==> src/rtl/cp0_pkg.sv <==
// Shared CP0 definitions: register numbers, field positions and sequencer states.
package cp0_pkg;

    localparam logic [4:0] CP0_STATUS = 5'd12;
    localparam logic [4:0] CP0_CAUSE  = 5'd13;
    localparam logic [4:0] CP0_EPC    = 5'd14;

    localparam int ST_IE     = 0;
    localparam int ST_EXL    = 1;
    localparam int ST_IM_LO  = 10;
    localparam int ST_IM_HI  = 15;
    localparam int CA_IP_LO  = 10;
    localparam int CA_IP_HI  = 15;
    localparam int CA_EXC_LO = 2;
    localparam int CA_EXC_HI = 6;

    localparam logic [1:0] WEN_WRITE = 2'b11;
    localparam logic [1:0] WEN_NONE  = 2'b00;

    typedef enum logic [2:0] {
        IDLE,
        W_EPC,
        W_CAUSE,
        W_STATUS,
        R_EPC,
        E_STATUS,
        REDIRECT
    } cp0_state_t;

    // Cause image: IP in 15:10, ExcCode in 6:2, every other bit zero.
    function automatic logic [31:0] make_cause(input logic [5:0] ip, input logic [4:0] code);
        logic [31:0] c;
        c = '0;
        c[CA_IP_HI:CA_IP_LO]   = ip;
        c[CA_EXC_HI:CA_EXC_LO] = code;
        return c;
    endfunction

endpackage

==> src/rtl/cp0_int_detect.sv <==
// Registers the hardware interrupt lines and qualifies them against IE/EXL/IM.
module cp0_int_detect
    import cp0_pkg::*;
(
    input  logic       clk,
    input  logic       rst,
    input  logic [5:0] i_hw_int,
    input  logic       i_ie,
    input  logic       i_exl,
    input  logic [5:0] i_im,
    output logic [5:0] o_ip_q,
    output logic       o_int_pend
);

    logic [5:0] r_ip;

    always_ff @(posedge clk or posedge rst) begin
        if (rst) begin
            r_ip <= '0;
        end else begin
            r_ip <= i_hw_int;
        end
    end

    assign o_ip_q     = r_ip;
    assign o_int_pend = i_ie & ~i_exl & (|(r_ip & i_im));

endmodule

==> src/rtl/cp0_exc_ctrl.sv <==
// Sequences exception/interrupt entry and ERET onto the single CP0 RF port,
// arbitrating against pipeline MTC0/MFC0 and stalling while a sequence runs.
module cp0_exc_ctrl
    import cp0_pkg::*;
#(
    parameter logic [31:0] EXC_VECTOR = 32'h0000_4180,
    parameter logic [31:0] STATUS_RST = 32'h3000_0000,
    parameter logic [4:0]  INT_CODE   = 5'd0
) (
    input  logic        clk,
    input  logic        rst,
    input  logic [5:0]  hw_int,
    input  logic        exc_req,
    input  logic [4:0]  exc_code,
    input  logic [31:0] exc_pc,
    input  logic        eret_req,
    input  logic        mtc0_req,
    input  logic [4:0]  mtc0_reg,
    input  logic [31:0] mtc0_data,
    input  logic [4:0]  mfc0_reg,
    input  logic [31:0] cp0_rdata,
    output logic [1:0]  cp0_wen,
    output logic [4:0]  cp0_regnum,
    output logic [31:0] cp0_din,
    output logic [31:0] mfc0_data,
    output logic        stall,
    output logic        pc_redirect,
    output logic [31:0] redirect_pc
);

    cp0_state_t  r_state, w_state_next;
    logic [31:0] r_status, r_epc, r_pc;
    logic [4:0]  r_code;
    logic        r_eret;

    logic [5:0]  w_ip_q;
    logic        w_int_pend, w_take_exc;
    logic [1:0]  w_wen;
    logic [4:0]  w_regnum;
    logic [31:0] w_din, w_redirect_pc;
    logic        w_stall, w_redirect;

    cp0_int_detect u_int_detect (
        .clk        (clk),
        .rst        (rst),
        .i_hw_int   (hw_int),
        .i_ie       (r_status[ST_IE]),
        .i_exl      (r_status[ST_EXL]),
        .i_im       (r_status[ST_IM_HI:ST_IM_LO]),
        .o_ip_q     (w_ip_q),
        .o_int_pend (w_int_pend)
    );

    assign w_take_exc = (r_state == IDLE) && (w_int_pend || exc_req);

    always_comb begin
        w_state_next  = r_state;
        w_wen         = WEN_NONE;
        w_regnum      = mfc0_reg;
        w_din         = '0;
        w_stall       = 1'b0;
        w_redirect    = 1'b0;
        w_redirect_pc = '0;
        case (r_state)
            IDLE: begin
                if (w_take_exc) begin
                    w_state_next = W_EPC;
                    w_stall      = 1'b1;
                end else if (eret_req) begin
                    w_state_next = R_EPC;
                    w_stall      = 1'b1;
                end else if (mtc0_req) begin
                    w_wen    = WEN_WRITE;
                    w_regnum = mtc0_reg;
                    w_din    = mtc0_data;
                end
            end
            W_EPC: begin
                w_wen        = WEN_WRITE;
                w_regnum     = CP0_EPC;
                w_din        = r_pc;
                w_stall      = 1'b1;
                w_state_next = W_CAUSE;
            end
            W_CAUSE: begin
                w_wen        = WEN_WRITE;
                w_regnum     = CP0_CAUSE;
                w_din        = make_cause(w_ip_q, r_code);
                w_stall      = 1'b1;
                w_state_next = W_STATUS;
            end
            W_STATUS: begin
                w_wen          = WEN_WRITE;
                w_regnum       = CP0_STATUS;
                w_din          = r_status;
                w_din[ST_EXL]  = 1'b1;
                w_stall        = 1'b1;
                w_state_next   = REDIRECT;
            end
            R_EPC: begin
                w_regnum     = CP0_EPC;
                w_stall      = 1'b1;
                w_state_next = E_STATUS;
            end
            E_STATUS: begin
                w_wen          = WEN_WRITE;
                w_regnum       = CP0_STATUS;
                w_din          = r_status;
                w_din[ST_EXL]  = 1'b0;
                w_stall        = 1'b1;
                w_state_next   = REDIRECT;
            end
            REDIRECT: begin
                w_redirect    = 1'b1;
                w_redirect_pc = r_eret ? r_epc : EXC_VECTOR;
                w_state_next  = IDLE;
            end
            default: w_state_next = IDLE;
        endcase
        // Outputs read as zero for the whole time reset is held, not just after the edge.
        if (rst) begin
            w_wen         = WEN_NONE;
            w_regnum      = '0;
            w_din         = '0;
            w_stall       = 1'b0;
            w_redirect    = 1'b0;
            w_redirect_pc = '0;
        end
    end

    always_ff @(posedge clk or posedge rst) begin
        if (rst) begin
            r_state  <= IDLE;
            r_status <= STATUS_RST;
            r_epc    <= '0;
            r_pc     <= '0;
            r_code   <= '0;
            r_eret   <= 1'b0;
        end else begin
            r_state <= w_state_next;
            // Shadow Status tracks every RF write to reg 12, whatever its source.
            if (w_wen == WEN_WRITE && w_regnum == CP0_STATUS) begin
                r_status <= w_din;
            end
            if (w_take_exc) begin
                r_code <= w_int_pend ? INT_CODE : exc_code;
                r_pc   <= exc_pc;
                r_eret <= 1'b0;
            end else if (r_state == IDLE && eret_req) begin
                r_eret <= 1'b1;
            end
            if (r_state == R_EPC) begin
                r_epc <= cp0_rdata;
            end
        end
    end

    assign cp0_wen     = w_wen;
    assign cp0_regnum  = w_regnum;
    assign cp0_din     = w_din;
    assign stall       = w_stall;
    assign pc_redirect = w_redirect;
    assign redirect_pc = w_redirect_pc;
    assign mfc0_data   = cp0_rdata;

endmodule
==> config.mk <==
export PLATFORM = sky130hd
export DESIGN_NAME = cp0_exc_ctrl
export DESIGN_NICKNAME = d
export VERILOG_FILES = /design/src/rtl/cp0_pkg.sv /design/src/rtl/cp0_int_detect.sv /design/src/rtl/cp0_exc_ctrl.sv
export SDC_FILE = /design/constraint.sdc
export NUM_CORES = 1
export LEC_CHECK = 0
export CORE_ASPECT_RATIO = 1.1
export CORE_MARGIN = 4
export CORE_UTILIZATION = 41
export CTS_BUF_LIST = sky130_fd_sc_hd__clkbuf_2 sky130_fd_sc_hd__clkbuf_4 sky130_fd_sc_hd__clkbuf_8
export DETAILED_ROUTE_END_ITERATION = 8
export PLACE_DENSITY = 0.83
export SLEW_MARGIN = 20
export SYNTH_ARGS = -nofsm -noshare
export SYNTH_HDL_FRONTEND = slang
export SYNTH_SLANG_ARGS = --single-unit
==> constraint.sdc <==
create_clock -name clk -period 5.2 [get_ports clk]
set_input_delay 1.04 -clock clk [delete_from_list [all_inputs] [get_ports clk]]
set_output_delay 1.04 -clock clk [all_outputs]
set_load 0.02 [all_outputs]
==> results.txt <==
status -> finished clean
RSZ-0062 raised after global routing -> no
Final Hold Viols -> 0
Slew HR -> 0.315
Die X -> 121 um
post-route setup slack -> 0.408 ns
clock skew -> 0.0130 ns
Setup CP Type -> in -> out
GPL Wtd Cong -> 0.802
setup TNS -> 0 ns
Yosys top cell by area -> dfrtp_1
share of the synthesized area in the top cell type -> 0.472
critical-path maximum fanout -> 32
Synth top cells by count -> 109 x dfrtp_1, 68 x mux2_2, 50 x nor2_1, 33 x buf_4, 30 x and3_1
first-pass GRT wire length -> 28,100 um
PortBufs -> 226
# Post-CTS Setup Buffers -> 0
initial antenna violation count -> 0
Worst VDD drop -> 0.000215 V
synthesis-stage register bit count -> 111
WL final -> 18,100 um
via count -> 4,793
Mapped Area -> 5780 um^2
Area Overhead vs Synth -> 41.2%
GRT Residual Overflow -> 0
fin nets -> 805
Starting Density -> 0.419
Core ar. -> 13,800 um^2
# diodes -> 0
ranking of synthesized cells by area -> dfrtp_1 47%, mux2_2 13%, mux2_4 7.3%, a222oi_1 4.5%, buf_4 4.3%
Distinct cells, synth -> 43
worst-margin pin slew -> 1.02 ns
Final period util -> 0.922
Lkg Pwr -> 0.00342 uW
total of fill cells in the finished design -> 1,124
DR vias/cell -> 5.48
Worst setup EP type -> primary output
Synthesized Nets -> 624
TritonCTS Buffers -> 9
largest net degree at the start of global routing -> 55
ys async rst share -> 1.00
Achievable Freq -> 0.209 GHz
Detail Placement HPWL -> 13,400 um
Final Slew Violations -> 0
Max H-tree Level -> 3
CP arrival -> 3.75 ns
CTS Hold Bufs -> 0
Longest Clk Path Bufs -> 2
synth warn -> 0
EDFF count, synth -> 0
worst min path class -> reg -> reg
DP Worst Slack -> 0.442 ns
# setup viols final -> 0
total power -> 3720 uW
register area share after synthesis -> 0.481
Iter 0 DRT Violations -> 403
# DRC -> 0
worst skew pair latency -> 0.38 ns
fraction of layout cells with a size suffix above 1 -> 0.197
Worst setup SP type -> input pin
Total Die Area -> 16,100 um^2
CTS sink cnt -> 111
CTS Root Cell -> clkbuf_8
CTS tree -> done
synthesized area per cell -> 11.6 um^2
max cap viols -> 0
gr usage total -> 0.222
number of global-route vias before repair -> 5,135
Pre-antenna DRT Iters -> 7
ys flop type -> dfrtp_1
Die Height -> 133 um
multi-input logic area -> 2550 um^2
Reg clk slew, reported paths -> 0.09 ns
row count -> 45
most common cell in the netlist -> dfrtp_1
Fin Hold WS -> 0.503 ns
Syn Inst Count -> 500
register area -> 2780 um^2
Power Density -> 456 nW/um^2
number of I/O pins -> 227
crit path time final -> 4.79 ns
WP data required -> 4.16 ns
Layout Utilization -> 0.592
DRT antenna net count -> 0
WL/cell -> 20.7 um
post-cts gate resize count -> 0
==> worst paths after layout <==
check | start | to | slack, ns | cells after the start
setup / recovery | eret_req | cp0_din[1] | 0.41 | 7
hold / removal | r_code[0]$_DFFE_PP0P_ | r_code[0]$_DFFE_PP0P_ | 0.50 | 2
min in group asynchronous | rst | r_epc[11]$_DFFE_PP0P_ | 1.32 | 3
hold reg to reg | r_code[0]$_DFFE_PP0P_ | r_code[0]$_DFFE_PP0P_ | 0.50 | 2
setup reg to reg | r_state[2]$_DFFE_PP0P_ | r_status[30]$_DFFE_PP0P_ | 1.90 | 8
max in group asynchronous | rst | r_pc[24]$_DFFE_PP0P_ | 2.96 | 4
==> layout make-up <==
cell class / instances / share of cell area
flip-flops and latches: 111 / 0.341
multi-input cells: 311 / 0.313
repair buffers: 238 / 0.288
well taps: 188 / 0.0288
clock buffers: 13 / 0.0189
clock inverters: 3 / 0.00552
inverters: 10 / 0.00506
==> cell usage in the layout, fill, tap and decap left out, types with 2 or more instances in the layout <==
cell type | synthesis | routed
clkbuf_8 | 0 | 9
dfrtp_1 | 109 | 109
mux2_4 | 28 | 28
nand2b_1 | 5 | 5
a22o_1 | 3 | 3
mux2i_1 | 8 | 8
inv_1 | 10 | 9
nand3_1 | 2 | 2
a31oi_1 | 3 | 3
dfstp_2 | 2 | 2
o22ai_1 | 7 | 7
buf_4 | 33 | 12
nor2_1 | 50 | 49
clkinvlp_4 | 0 | 3
nand2_1 | 28 | 27
clkbuf_4 | 0 | 4
mux2_2 | 68 | 68
o21ai_0 | 12 | 12
a221oi_1 | 6 | 6
a211oi_1 | 2 | 2
a222oi_1 | 26 | 26
a21oi_1 | 9 | 9
clkdlybuf4s50_1 | 0 | 226
a22oi_1 | 5 | 5
ha_1 | 2 | 2
and3_1 | 30 | 30
==> metrics by stage <==
step,std cells,area [um^2]
6_report,874,8160
5_1_grt,874,8160
4_1_cts,874,8160
3_5_place_dp,858,7960
3_3_place_gp,858,7960
2_1_floorplan,500,5780
==> registers in the layout (all words and copies together), names as in the netlist <==
signal               count
r_epc                   32
r_pc                    32
r_status                32
u_int_detect.o_ip_q      6
r_code                   5
r_state                  3
r_eret                   1
==> kinds of logic (layout without fill, tap and decap cells) <==
logic type / after synthesis / count (layout) / synth area share
buffers and inverters: 78 / 264 / 0.0788
adders and majority gates: 2 / 2 / 0.00433
DFF: 111 / 111 / 0.481
AOI/OAI and AO/OA: 80 / 80 / 0.111
and+or+nand+nor: 125 / 125 / 0.105
muxes: 104 / 104 / 0.219
==> critical path, cell delays in order <==
cell and delay (ns):
clkdlybuf4s50_1 0.48, nor3b_1 0.45, and3_1 0.35, buf_4 0.40
a21oi_1 0.12, nor2_1 0.23, clkdlybuf4s50_1 0.66
==> power by group <==
group          internal, uW  switching (uW)  total [uW]
clock                   245             279         524
combinational           873             821        1690
sequential             1220             284        1500
total                  2330            1380        3720
==> per-layer routing <==
metal  vias to the layer above  GRT usage  wire length (um)  part of all wire
li1                       2154          -                 -                 -
met1                      2345      0.263              7170              0.40
met2                       274      0.384              8860              0.49
met3                        20     0.0697              1760             0.098
met4                         0     0.0691               295             0.016
met5                         -          0                 0                 0
(Power assumes the default switching activity.)
==> edit: new RTL, same settings <==
Re-encode `cp0_state_t` (7 states) as Gray code, 3 bits wide.
--- a/src/rtl/cp0_pkg.sv
+++ b/src/rtl/cp0_pkg.sv
@@ -19,11 +19,11 @@
 
     typedef enum logic [2:0] {
-        IDLE,
-        W_EPC,
-        W_CAUSE,
-        W_STATUS,
-        R_EPC,
-        E_STATUS,
-        REDIRECT
+        IDLE     = 3'b000,
+        W_EPC    = 3'b001,
+        W_CAUSE  = 3'b011,
+        W_STATUS = 3'b010,
+        R_EPC    = 3'b110,
+        E_STATUS = 3'b111,
+        REDIRECT = 3'b101
     } cp0_state_t;
 
Function: no difference found for any inputs over 4 cycles, from zero or initial values and one cycle with rst high; so few cycles prove little.
==> edit against the original RTL <==
- count of clock-buffer cells in the layout fell by 3
- hold slack worse by 0.015 ns
- worst setup slack better by 0.022 ns
- non-clock buffer count grew 2
- area after synthesis increased by 0.56%
- power up 0.37%
- via count increased by 4.4%
- cell area is 0.77% higher
- cell count rose by 6.3%
- sequential cell count unchanged
- core utilization increased by 0.21 points
- fmax increased by 0.46%
- wire length is 1.4% lower
- largest cell class unchanged
==> edit: results (changes against the original RTL) <==
stage;metric;value;unit;change
global_route;track_usage;0.215;;-0.00682
global_route;grt_use_met3;0.0641;;-0.00556
yosys;synth_cell_types;40;;-7.0%
placed_design;placed_area;8010;um2;+0.63%
yosys;seq_area_frac_synth;0.478;;-0.00269
detailed_routing;drt-initial-drc-count;446;;+11%
detailed_routing;vias_per_cell;5.39;;-1.8%
power_and_ir_drop;powerClk;0.000557;W;+6.3%
cells_and_area;final_layout_size_suffix_gt1_frac;0.158;;-0.0389
timing;slew_headroom;0.407;;+0.0923
global_route;grt_pass1_wl;27600;um;-1.8%
global_route;grtUsageMet2;0.384;;about the same
global_route;antenna_found_initial;1;;+1
cells_and_area;n_fill_cell;1179;;+4.9%
detailed_routing;top_layer_used;met5;;
yosys;synth_top_cells_by_count;nand2_1, dfrtp_1, mux2_2;;
outcome;status;finished clean;;
global_route;grt_max_degree;70;;+27%
clocking;clk_pin_slew;0.11;ns;+0.02 ns
cells_and_area;finalInstanceArea;8220;um2;+0.77%
placed_design;place.gp.congestion;0.804;;+0.29%
power_and_ir_drop;p_clk_frac;0.149;;+0.008
power_and_ir_drop;p_comb_frac;0.446;;-0.010
power_and_ir_drop;p_leak;3.62;nW;+5.9%
yosys;synth_area_leaders;dfrtp_1, mux2_2, mux2_4, nand2_1, a222oi_1;;
==> edit: cell count changes in the layout (fill, tap and decap cells not counted), moves of 6 or more <==
cell,unedited run,this run
mux2i_1,8,1
mux2_2,68,45
a2bb2oi_1,0,6
a21oi_1,9,18
nand2_1,27,120
o22ai_1,7,0
nor2_1,49,34
==> edit: path summary, 6_finish.rpt <==
path	from	to	slack [ns]	depth (start not counted)
min in group asynchronous	rst	r_epc[1]	1.40	3
min	r_pc[1]	r_pc[1]	0.49	2
max in group asynchronous	rst	r_status[7]	3.08	3
max	eret_req	cp0_din[9]	0.43	6
max reg2reg	r_state[0]	r_status[30]	2.06	9
min reg2reg	r_pc[1]	r_pc[1]	0.49	2
==> edit: through the flow <==
| stage | cells | worst slack, ns |
|---|---|---|
| final | 929 | 0.430 |
| after detailed placement | 913 | 0.417 |
| after CTS | 929 | 0.423 |
| after global placement | 913 | 0.605 |
| after global routing | 929 | 0.244 |
| after floorplan | 561 | 0.304 |
==> edit: cell type report <==
| cell class | count | share of cell area |
|---|---|---|
| clock buffer | 10 | 0.0167 |
| clock inverter | 6 | 0.00898 |
| inverter | 6 | 0.00319 |
| multi-input combinational | 368 | 0.314 |
| sequential | 111 | 0.338 |
| tap | 188 | 0.0286 |
| timing repair buffer | 240 | 0.291 |
==> edit: cell families after synthesis <==
kind of cell,share of synthesized area
AND/OR/NAND/NOR,0.168
multiplexers,0.166
AO/OA/AOI/OAI,0.105
XOR/XNOR,0.00301
buffers and inverters,0.0788
flip-flops,0.478
==> edit: worst max-delay path, cell delays in order <==
cell and delay [ns]:
clkdlybuf4s50_1 0.55, nor3b_4 0.35, and3_2 0.67, a222oi_1 0.26, nor2_1 0.20, clkdlybuf4s50_1 0.64
